==> config.mk <==
export PLATFORM = sky130hd
export DESIGN_NAME = onehot_index_fifo_flat
export DESIGN_NICKNAME = d
export VERILOG_FILES = /design/src/rtl/onehot_index_fifo_pkg.sv /design/src/rtl/onehot_index_fifo_if.sv /design/src/rtl/onehot_index_fifo_fwft_fifo.sv /design/src/rtl/onehot_index_fifo.sv /design/src/flat_wrapper.sv
export SDC_FILE = /design/constraint.sdc
export NUM_CORES = 1
export LEC_CHECK = 0
export CORE_ASPECT_RATIO = 0.6
export CORE_MARGIN = 1
export CORE_UTILIZATION = 45
export CTS_CLUSTER_DIAMETER = 80
export DETAILED_ROUTE_END_ITERATION = 6
export HOLD_SLACK_MARGIN = 0.15
export PLACE_DENSITY = 0.68
export SLEW_MARGIN = 25
export SYNTH_ARGS = -nofsm -noshare
export SYNTH_HDL_FRONTEND = slang
export SYNTH_SLANG_ARGS = --single-unit
==> constraint.sdc <==
create_clock -name clk_i -period 5.6 [get_ports clk_i]
set_clock_uncertainty 0.1 [all_clocks]
set_input_delay 0.84 -clock clk_i [delete_from_list [all_inputs] [get_ports clk_i]]
set_output_delay 0.84 -clock clk_i [all_outputs]
set_load 0.005 [all_outputs]
==> src/rtl/onehot_index_fifo_pkg.sv <==
// Shared types and helpers for the one-hot index FIFO: mask-to-index
// conversion and entry sizing.
package onehot_index_fifo_pkg;

    // Widest mask the conversion helper accepts; narrower masks are zero-extended.
    localparam int MAX_WIDTH = 256;
    localparam int MAX_IDX_W = 8;

    // Result of one mask conversion: lowest-set-bit index plus multi-hot flag.
    typedef struct packed {
        logic                 multi;
        logic [MAX_IDX_W-1:0] idx;
    } idx_res_t;

    // Bits in one buffered entry: {left_idx, right_idx, zero}.
    function automatic int entry_w(input int idx_w);
        return 2 * idx_w + 1;
    endfunction

    // Index of the lowest set bit. An all-zero mask gives index 0.
    // multi flags a mask with more than one bit set.
    function automatic idx_res_t onehot_to_idx(input logic [MAX_WIDTH-1:0] mask);
        idx_res_t res;
        logic     found;
        res   = '0;
        found = 1'b0;
        for (int i = 0; i < MAX_WIDTH; i++) begin
            if (mask[i]) begin
                if (found) begin
                    res.multi = 1'b1;
                end else begin
                    res.idx = MAX_IDX_W'(i);
                    found   = 1'b1;
                end
            end
        end
        return res;
    endfunction

endpackage

==> src/rtl/onehot_index_fifo_if.sv <==
// Bus between the encoder stage, this block and the downstream consumer.
interface onehot_index_fifo_if #(
    parameter int WIDTH = 32,
    parameter int DEPTH = 8
);
    localparam int IDX_W = $clog2(WIDTH);
    localparam int UW    = $clog2(DEPTH) + 1;

    logic [WIDTH-1:0] data_left_i;
    logic [WIDTH-1:0] data_right_i;
    logic             data_val_i;
    logic [IDX_W-1:0] left_idx_o;
    logic [IDX_W-1:0] right_idx_o;
    logic             zero_o;
    logic             val_o;
    logic             ready_i;
    logic [UW-1:0]    usedw_o;
    logic             overflow_o;
    logic             illegal_o;

    // Environment side: drives masks and consumer ready.
    modport master (
        output data_left_i, data_right_i, data_val_i, ready_i,
        input  left_idx_o, right_idx_o, zero_o, val_o, usedw_o, overflow_o, illegal_o
    );

    // Block side.
    modport slave (
        input  data_left_i, data_right_i, data_val_i, ready_i,
        output left_idx_o, right_idx_o, zero_o, val_o, usedw_o, overflow_o, illegal_o
    );
endinterface

==> src/rtl/onehot_index_fifo_fwft_fifo.sv <==
// Generic first-word-fall-through FIFO. Pointers carry a wrap bit so full
// and empty come straight from the pointer difference.
module fwft_fifo #(
    parameter int DATA_W = 8,
    parameter int DEPTH  = 8
) (
    input  logic                     clk_i,
    input  logic                     arstn_i,
    input  logic                     wr_en_i,
    input  logic [DATA_W-1:0]        wr_data_i,
    input  logic                     rd_en_i,
    output logic [DATA_W-1:0]        rd_data_o,
    output logic                     empty_o,
    output logic                     full_o,
    output logic [$clog2(DEPTH):0]   usedw_o,
    output logic                     drop_o
);
    localparam int AW = $clog2(DEPTH);

    logic [DATA_W-1:0] mem [DEPTH];
    logic [AW:0]       wptr_q, wptr_d;
    logic [AW:0]       rptr_q, rptr_d;
    logic              rd_fire;
    logic              wr_fire;

    assign usedw_o = wptr_q - rptr_q;
    assign empty_o = (usedw_o == '0);
    assign full_o  = (usedw_o == (AW + 1)'(DEPTH));

    // A pop frees a slot in the same cycle, so a write into a full FIFO
    // alongside a pop is still accepted.
    assign rd_fire = rd_en_i && !empty_o;
    assign wr_fire = wr_en_i && (!full_o || rd_fire);
    assign drop_o  = wr_en_i && full_o && !rd_fire;

    // Outputs read 0 while empty so stale storage never shows.
    assign rd_data_o = empty_o ? '0 : mem[rptr_q[AW-1:0]];

    // Next pointer values.
    always_comb begin
        wptr_d = wptr_q;
        rptr_d = rptr_q;
        if (wr_fire) wptr_d = wptr_q + 1'b1;
        if (rd_fire) rptr_d = rptr_q + 1'b1;
    end

    // Pointer registers; reset empties the FIFO.
    always_ff @(posedge clk_i or negedge arstn_i) begin
        if (!arstn_i) begin
            wptr_q <= '0;
            rptr_q <= '0;
        end else begin
            wptr_q <= wptr_d;
            rptr_q <= rptr_d;
        end
    end

    // Storage; contents are don't-care until written, so no reset.
    always_ff @(posedge clk_i) begin
        if (wr_fire) mem[wptr_q[AW-1:0]] <= wr_data_i;
    end

endmodule

==> src/rtl/onehot_index_fifo.sv <==
// Converts left/right one-hot masks from the priority encoder into binary
// indices plus a zero-word flag and buffers them for a ready/valid consumer.
module onehot_index_fifo
    import onehot_index_fifo_pkg::*;
#(
    parameter int WIDTH = 32,
    parameter int DEPTH = 8
) (
    input  logic                clk_i,
    input  logic                arstn_i,
    onehot_index_fifo_if.slave  bus
);
    localparam int IDX_W = $clog2(WIDTH);
    localparam int ENT_W = entry_w(IDX_W);

    typedef struct packed {
        logic [IDX_W-1:0] left_idx;
        logic [IDX_W-1:0] right_idx;
        logic             zero;
    } entry_t;

    logic [MAX_WIDTH-1:0] lmask, rmask;
    idx_res_t             lres, rres;
    entry_t               conv_d;
    logic                 illegal_now;
    logic                 unused_idx_hi;

    entry_t               s1_q;
    logic                 s1_vld_q;
    logic                 illegal_q;
    logic                 overflow_q;

    logic [ENT_W-1:0]     rd_data;
    entry_t               rd_ent;
    logic                 empty;
    logic                 full;
    logic                 drop;

    // Convert both masks; an illegal entry keeps the lowest set bit and is
    // still buffered, only the sticky flag records it.
    always_comb begin
        lmask                 = '0;
        rmask                 = '0;
        lmask[WIDTH-1:0]      = bus.data_left_i;
        rmask[WIDTH-1:0]      = bus.data_right_i;
        lres                  = onehot_to_idx(lmask);
        rres                  = onehot_to_idx(rmask);
        conv_d.left_idx       = lres.idx[IDX_W-1:0];
        conv_d.right_idx      = rres.idx[IDX_W-1:0];
        conv_d.zero           = (bus.data_left_i == '0) && (bus.data_right_i == '0);
        illegal_now           = bus.data_val_i &&
                                (lres.multi || rres.multi ||
                                 ((bus.data_left_i == '0) != (bus.data_right_i == '0)));
    end

    assign unused_idx_hi = ^{lres.idx, rres.idx, full};

    // Stage 1: conversion register; valid tracks data_val_i every cycle.
    always_ff @(posedge clk_i or negedge arstn_i) begin
        if (!arstn_i) begin
            s1_q     <= '0;
            s1_vld_q <= 1'b0;
        end else begin
            s1_vld_q <= bus.data_val_i;
            if (bus.data_val_i) s1_q <= conv_d;
        end
    end

    // Sticky error flags, cleared only by reset.
    always_ff @(posedge clk_i or negedge arstn_i) begin
        if (!arstn_i) begin
            illegal_q  <= 1'b0;
            overflow_q <= 1'b0;
        end else begin
            if (illegal_now) illegal_q  <= 1'b1;
            if (drop)        overflow_q <= 1'b1;
        end
    end

    // Stage 2: the FIFO write; the encoder cannot stall, so a full FIFO drops.
    fwft_fifo #(
        .DATA_W (ENT_W),
        .DEPTH  (DEPTH)
    ) u_fifo (
        .clk_i     (clk_i),
        .arstn_i   (arstn_i),
        .wr_en_i   (s1_vld_q),
        .wr_data_i (s1_q),
        .rd_en_i   (bus.ready_i),
        .rd_data_o (rd_data),
        .empty_o   (empty),
        .full_o    (full),
        .usedw_o   (bus.usedw_o),
        .drop_o    (drop)
    );

    assign rd_ent          = rd_data;
    assign bus.left_idx_o  = rd_ent.left_idx;
    assign bus.right_idx_o = rd_ent.right_idx;
    assign bus.zero_o      = rd_ent.zero;
    assign bus.val_o       = !empty;
    assign bus.overflow_o  = overflow_q;
    assign bus.illegal_o   = illegal_q;

endmodule
==> src/flat_wrapper.sv <==
// flat-port wrapper written by rule: the top's interface ports become plain ports
module onehot_index_fifo_flat import onehot_index_fifo_pkg::*;
#(
    parameter int WIDTH = 32,
    parameter int DEPTH = 8
)
  (clk_i, arstn_i, bus_data_left_i, bus_data_right_i, bus_data_val_i, bus_ready_i, bus_left_idx_o, bus_right_idx_o, bus_zero_o, bus_val_o, bus_usedw_o, bus_overflow_o, bus_illegal_o);
  onehot_index_fifo_if #(.WIDTH(WIDTH), .DEPTH(DEPTH)) bus_i ();
  input  logic clk_i;
  input  logic arstn_i;
  input wire logic [$bits(bus_i.data_left_i)-1:0] bus_data_left_i;
  input wire logic [$bits(bus_i.data_right_i)-1:0] bus_data_right_i;
  input wire logic [$bits(bus_i.data_val_i)-1:0] bus_data_val_i;
  input wire logic [$bits(bus_i.ready_i)-1:0] bus_ready_i;
  output wire logic [$bits(bus_i.left_idx_o)-1:0] bus_left_idx_o;
  output wire logic [$bits(bus_i.right_idx_o)-1:0] bus_right_idx_o;
  output wire logic [$bits(bus_i.zero_o)-1:0] bus_zero_o;
  output wire logic [$bits(bus_i.val_o)-1:0] bus_val_o;
  output wire logic [$bits(bus_i.usedw_o)-1:0] bus_usedw_o;
  output wire logic [$bits(bus_i.overflow_o)-1:0] bus_overflow_o;
  output wire logic [$bits(bus_i.illegal_o)-1:0] bus_illegal_o;
  assign bus_i.data_left_i = bus_data_left_i;
  assign bus_i.data_right_i = bus_data_right_i;
  assign bus_i.data_val_i = bus_data_val_i;
  assign bus_i.ready_i = bus_ready_i;
  assign bus_left_idx_o = bus_i.left_idx_o;
  assign bus_right_idx_o = bus_i.right_idx_o;
  assign bus_zero_o = bus_i.zero_o;
  assign bus_val_o = bus_i.val_o;
  assign bus_usedw_o = bus_i.usedw_o;
  assign bus_overflow_o = bus_i.overflow_o;
  assign bus_illegal_o = bus_i.illegal_o;
  onehot_index_fifo #(.WIDTH(WIDTH), .DEPTH(DEPTH)) u_core (.clk_i(clk_i), .arstn_i(arstn_i), .bus(bus_i));
endmodule
# == After elaboration in Yosys (flattened, before gate mapping) ==
# Memory sizes are Yosys's and may differ from the RTL's.
# Cells that the tools add are included.
# op_classes
magnitude_cmp,0
bitwise_logic,0
div,0
n_mul,0
eq_ne,2
n_mux,251
shifts,0
add_sub_neg,3
reduce_logical,15
# ops
cell,n
2-to-1 mux 9 bit,62
2-to-1 mux 8 bit,60
2-to-1 mux 1 bit,128
logical NOT 32 bit,2
2-to-1 mux 11 bit,1
"adder 4 x 1 -> 4 bit, second input constant",2
logical AND 1 bit,6
"== test 4 bit, second input constant",1
logical NOT 4 bit,1
subtractor 4 bit,1
logical NOT 1 bit,3
logical OR 1 bit,3
inequality test 1 bit,1
# totals
memories,1
in_bits,68
output_inout_bits,18
wordCells,280
mem_bits_rw,88
romBits,0
latchBits,0
reg_bits,22
# memory_table
name,words,word_bits,read_ports,rd_clocked_by_memory_dff,write_ports,line_no,text
u_core.u_fifo.mem,8,11,1,0,1,onehot_index_fifo_fwft_fifo.sv:20,logic [DATA_W-1:0] mem [DEPTH];

# == Longest topological paths before layout ==
# logic_depth
ltp_word,66
ltp_mapped,13
mapped_depth_nobuf,12

# == Cells and area by module ==
# From an unflattened synthesis, not the netlist that was laid out.
# hier_totals
hier_cells,520
hier_area_um2,6029.5
# by_module_without_submodules
mod,cells_per_inst,instances,seq_area_each_um2,area_each_um2
fwft_fifo,215,1,2842.7,3927.5
onehot_index_fifo,305,1,350.3,2102.0

# == Worst setup path after synthesis ==
# OpenSTA, ideal clock, no wires.
# synth_path
kind,in2reg
start,input port bus_data_left_i[3]
end,"register u_core.illegal_q, in the netlist u_core.bus.illegal_o"
setup_time_ps,126
arrival_time_ps,3569
path_buffers,1
required_time_ps,5374
cell_stages,13
path_slack_ps,1805
path_cell_list,nor4_2 -> nand3_1 -> or2_1 -> or2_1 -> buf_2 -> nor2_1 -> ha_1 -> a211o_1 -> a2111oi_0 -> nand3_1 -> nor4_2 -> nand4_1 -> o32a_1
# synth_between
elab_chain_cells,60
word_cells_on_any_way,90
classes_between,eq/ne (1); mux (85); reduce/logical (4)
# synth_rtl
element,line_no,text
start: declaration,flat_wrapper.sv:11,input wire logic [$bits(bus_i.data_left_i)-1:0] bus_data_left_i;
2-to-1 mux 9 bit or 2-to-1 mux 1 bit (tied branches),onehot_index_fifo_pkg.sv:28,if (mask[i]) begin
2-to-1 mux 1 bit,onehot_index_fifo_pkg.sv:29,if (found) begin
2-to-1 mux 9 bit,onehot_index_fifo_pkg.sv:28,
2-to-1 mux 1 bit,onehot_index_fifo_pkg.sv:29,
2-to-1 mux 9 bit,onehot_index_fifo_pkg.sv:28,
2-to-1 mux 1 bit,onehot_index_fifo_pkg.sv:29,
2-to-1 mux 9 bit,onehot_index_fifo_pkg.sv:28,
2-to-1 mux 1 bit,onehot_index_fifo_pkg.sv:29,
[44 not listed],n/a,
2-to-1 mux 9 bit,onehot_index_fifo_pkg.sv:28,
2-to-1 mux 1 bit,onehot_index_fifo_pkg.sv:29,
2-to-1 mux 9 bit,onehot_index_fifo_pkg.sv:28,
2-to-1 mux 1 bit,onehot_index_fifo_pkg.sv:29,
2-to-1 mux 9 bit,onehot_index_fifo_pkg.sv:28,
logical OR 1 bit,onehot_index_fifo.sv:52,(lres.multi || rres.multi ||
logical OR 1 bit (*),onehot_index_fifo.sv:52,
logical AND 1 bit (*),onehot_index_fifo.sv:51,illegal_now = bus.data_val_i &&
end signal: assignment,onehot_index_fifo.sv:72,illegal_q <= 1'b0;
end signal: assignment,onehot_index_fifo.sv:75,if (illegal_now) illegal_q <= 1'b1;
end: declaration,onehot_index_fifo.sv:30,logic illegal_q;
# Every way passes the cells marked *; elsewhere a longest branch is shown, timed or not.
# A chain may end at the register's enable or synchronous reset.

# == Worst setup path after layout ==
# layout_path
start,input port bus_data_right_i[4]
end,"register u_core.illegal_q, in the netlist u_core.bus.illegal_o"
# layout_between
elab_chain_cells,58
word_cells_on_any_way,87
classes_between,eq/ne (1); mux (82); reduce/logical (4)
# layout_rtl
element,line_no,text
start: declaration,flat_wrapper.sv:12,input wire logic [$bits(bus_i.data_right_i)-1:0] bus_data_right_i;
2-to-1 mux 9 bit or 2-to-1 mux 1 bit (tied branches),onehot_index_fifo_pkg.sv:28,
2-to-1 mux 1 bit,onehot_index_fifo_pkg.sv:29,
2-to-1 mux 9 bit,onehot_index_fifo_pkg.sv:28,
2-to-1 mux 1 bit,onehot_index_fifo_pkg.sv:29,
2-to-1 mux 9 bit,onehot_index_fifo_pkg.sv:28,
2-to-1 mux 1 bit,onehot_index_fifo_pkg.sv:29,
2-to-1 mux 9 bit,onehot_index_fifo_pkg.sv:28,
2-to-1 mux 1 bit,onehot_index_fifo_pkg.sv:29,
[42 not listed],n/a,
2-to-1 mux 9 bit,onehot_index_fifo_pkg.sv:28,
2-to-1 mux 1 bit,onehot_index_fifo_pkg.sv:29,
2-to-1 mux 9 bit,onehot_index_fifo_pkg.sv:28,
2-to-1 mux 1 bit,onehot_index_fifo_pkg.sv:29,
2-to-1 mux 9 bit,onehot_index_fifo_pkg.sv:28,
logical OR 1 bit,onehot_index_fifo.sv:52,
logical OR 1 bit (*),onehot_index_fifo.sv:52,
logical AND 1 bit (*),onehot_index_fifo.sv:51,
# Marked as above.

==> metrics.yaml <==
layout:
  fin_nets: 684
  num_antenna_cells: 0
  n_fill_cell: 1091
  layout-drive-gt1-share: 0.122
  most-common-layout-cells: "edfxtp_1 (88), clkdlybuf4s50_1 (84), nand2_1 (50), nor2_1 (39), a21oi_1 (29)"
  syn_to_final_growth_pct: 23.1
  final_common_cell: "edfxtp_1"
  stdcell_count: 784
  fin_area_um2: 7380
place:
  dp_hpwl_mm: 13.0
  numPlacedInstances: 768
  gp_congestion: 0.963
  dpl-instance-area_um2: 7100
  portBuffers: 85
worst_hold_path:
  min_path_type: "primary input to asynchronous set/reset pin"
floorplanning:
  dieArea_um2: 13800
  coreArea_um2: 12900
  die_h_um: 91.4
  fp.dieW_um: 151
  io_pins: 86
  start_util: 0.464
  fp-row-count: 32
yosys:
  synthArstFlopShare: 0.200
  yosysWarnings: 0
  syn-instance-count: 516
  yosysSeqAreaShare: 0.533
  synth-edff-count: 88
  mappedNetlistNets: 591
  syn_area_um2: 6000
  synthFlopType: "edfxtp_1"
  ys_ff_latch: 110
  avgSynthCellArea_um2: 11.6
  ys_types: 73
timing:
  finalHoldViolations: 0
  slew_viol_final: 0
  finalSetupTns_ps: 0
  worst_pin_slew_ps: 879
  slew_headroom: 0.412
  rsz0062_at_grt: "false"
  fmax_ghz: 0.229
  fin_crit_ps: 4370
  min_period_over_period: 0.780
  final-setup-viol-count: 0
detailed_routing:
  first_pass_iters: 5
  drc: 0
  via_per_inst: 6.19
  routed_wl_mm: 17.4
  dr_total_vias: 4855
  drtIter0Drc: 493
  drt-wirelength-per-cell_um: 22.2
  antenna_left: 0
cts:
  cts_setup_buffers: 0
  htreeDepth: 3
  holdBufCountCts: 0
  numCtsBuffers: 9
  clock_path_buffers: 2
  clk_latency_ps: 350
  clk_pin_slew_ps: 80
  root_buffer: "clkbuf_16"
  cts_tree: "yes"
  cts-resized-gates: 0
  cts_sinks: 110
global_routing:
  grt_use_met1: 0.433
  grt_max_degree: 28
  grt-ovfl-total: 0
  track_usage: 0.265
  grt_pass1_wl_mm: 26.8
  antenna_found_initial: 0
  met2_usage: 0.352
  grtUsageMet3: 0.0633
  grt_pass1_vias: 4627
  grt.busiest_layer: "met1"
pwr:
  vdd_drop_max_mv: 0.190
  power_mw: 2.94
  p_leak_nw: 2.53
  p_per_area_nw_per_um2: 399
setup_path:
  crit_path_start_kind: "primary input"
  reg2reg_to: "u_core.u_fifo.mem[4][2]"
  r2r_start: "u_core.u_fifo.rptr_q[2]"
  cp.arrival_ps: 4500
  rrSetupSlack_ps: 1870
  rr_worst_depth: 9
  cp-endpoint: "u_core.bus.illegal_o"
  required_ps: 5740
  cp_max_fo: 11
  critPathLaunch: "bus_data_right_i[4]"
  worst_setup_path_end_kind: "register"
  critPathKind: "primary input to register"
outcome:
  status: "finished, final reports clean"
job:
  max_cap_violations: 0
-- metal layers --
| metal | wire [um] | vias up |
|---|---|---|
| li1 | - | 2216 |
| met1 | 8660 | 2398 |
| met2 | 7180 | 232 |
| met3 | 1530 | 9 |
| met4 | 72 | 0 |
| met5 | 0 | - |
-- final cells by class --
class,count,area (um^2),area share
clock buffers,9,225,0.0305
multi-input cells,363,2640,0.358
repair buffers,98,943,0.128
clock inverters,7,65.1,0.00882
well taps,170,213,0.0288
flip-flops and latches,110,3190,0.433
inverters,27,101,0.0137
-- worst min-delay path by stage --
stage,slack [ps],start,to
global placement,350,u_core.bus.overflow_o,u_core.bus.overflow_o
global route,400,arstn_i,u_core.u_fifo.rptr_q[0]
CTS,370,u_core.bus.overflow_o,u_core.bus.overflow_o
floorplan,360,u_core.u_fifo.rptr_q[3],u_core.u_fifo.rptr_q[3]
finish,370,arstn_i,u_core.u_fifo.rptr_q[2]
detailed placement,350,u_core.bus.overflow_o,u_core.bus.overflow_o
-- synthesized netlist by cell type (3+ instances only) --
| cell type | n | area (um^2) |
|---|---|---|
| buf_1 | 3 | 11.3 |
| dfrtp_1 | 22 | 551 |
| nand2b_1 | 4 | 25.0 |
| nor3_1 | 21 | 105 |
| edfxtp_1 | 88 | 2640 |
| a21o_1 | 4 | 30.0 |
| nand2_1 | 50 | 188 |
| nor2b_1 | 6 | 37.5 |
| a21oi_1 | 29 | 145 |
| mux4_2 | 22 | 495 |
| nor3b_1 | 5 | 37.5 |
| nor2_2 | 3 | 18.8 |
| nor2_1 | 39 | 146 |
| nor4_1 | 9 | 56.3 |
| or2_2 | 5 | 31.3 |
| a32o_1 | 3 | 30.0 |
| xnor2_1 | 6 | 52.6 |
| a22oi_1 | 15 | 113 |
| inv_1 | 27 | 101 |
| o21ai_0 | 28 | 140 |
| a31oi_1 | 6 | 37.5 |
| o22ai_1 | 5 | 31.3 |
| xor2_1 | 3 | 26.3 |
| a211oi_1 | 5 | 37.5 |
| nand3b_1 | 3 | 22.5 |
| o21bai_1 | 4 | 30.0 |
| nor4_2 | 3 | 37.5 |
| ha_1 | 6 | 75.1 |
| o22a_1 | 3 | 26.3 |
| clkbuf_1 | 10 | 37.5 |
| nand3_1 | 10 | 50.1 |
| or3_1 | 4 | 25.0 |
| o21a_1 | 3 | 22.5 |
| nand4_1 | 8 | 50.1 |
| o32ai_1 | 4 | 35.0 |
-- sequential cells by signal, summed over array words and instances (netlist names) --
signal / flops
u_core.u_fifo.mem: 88
u_core.s1_q: 11
u_core.u_fifo.wptr_q: 4
u_core.bus.overflow_o: 1
u_core.u_fifo.rptr_q: 4
u_core.bus.illegal_o: 1
u_core.s1_vld_q: 1
-- power by group --
part           total (mW)  internal, mW  switching [mW]
combinational        1.23         0.626           0.604
clock               0.615         0.312           0.303
sequential           1.10          1.03          0.0693
total                2.94          1.97           0.977
-- per-stage QoR --
step | utilization | setup slack (ps) | hold WS, ps
2_1_floorplan | - | 1810 | 362
3_3_place_gp | 0.549 | 859 | 354
3_5_place_dp | 0.549 | 967 | 354
4_1_cts | 0.571 | 1320 | 371
5_1_grt | 0.571 | 1040 | 400
6_report | 0.571 | 1230 | 368
-- cell families (layout without fill, tap and decap cells) --
group | count (synthesis) | count (layout) | synth area share
adder cells (fa/ha/maj) | 9 | 9 | 0.0192
multiplexers | 24 | 24 | 0.0864
AND/OR/NAND/NOR | 180 | 180 | 0.157
flip-flops | 110 | 110 | 0.533
XOR/XNOR | 9 | 9 | 0.0131
buffers and inverters | 43 | 141 | 0.0280
AO/OA/AOI/OAI | 141 | 141 | 0.164
-- critical path, stage by stage --
cell,delay [ps]
clkdlybuf4s50_1,530
nor4_2,610
nand4_1,160
buf_4,220
nor4_4,260
and3_1,240
ha_1,230
a211o_1,270
a2111oi_0,340
nand3_1,150
nor4_2,170
nand4_1,130
o32a_1,340
Note: power is estimated with default switching activity, not from simulation.
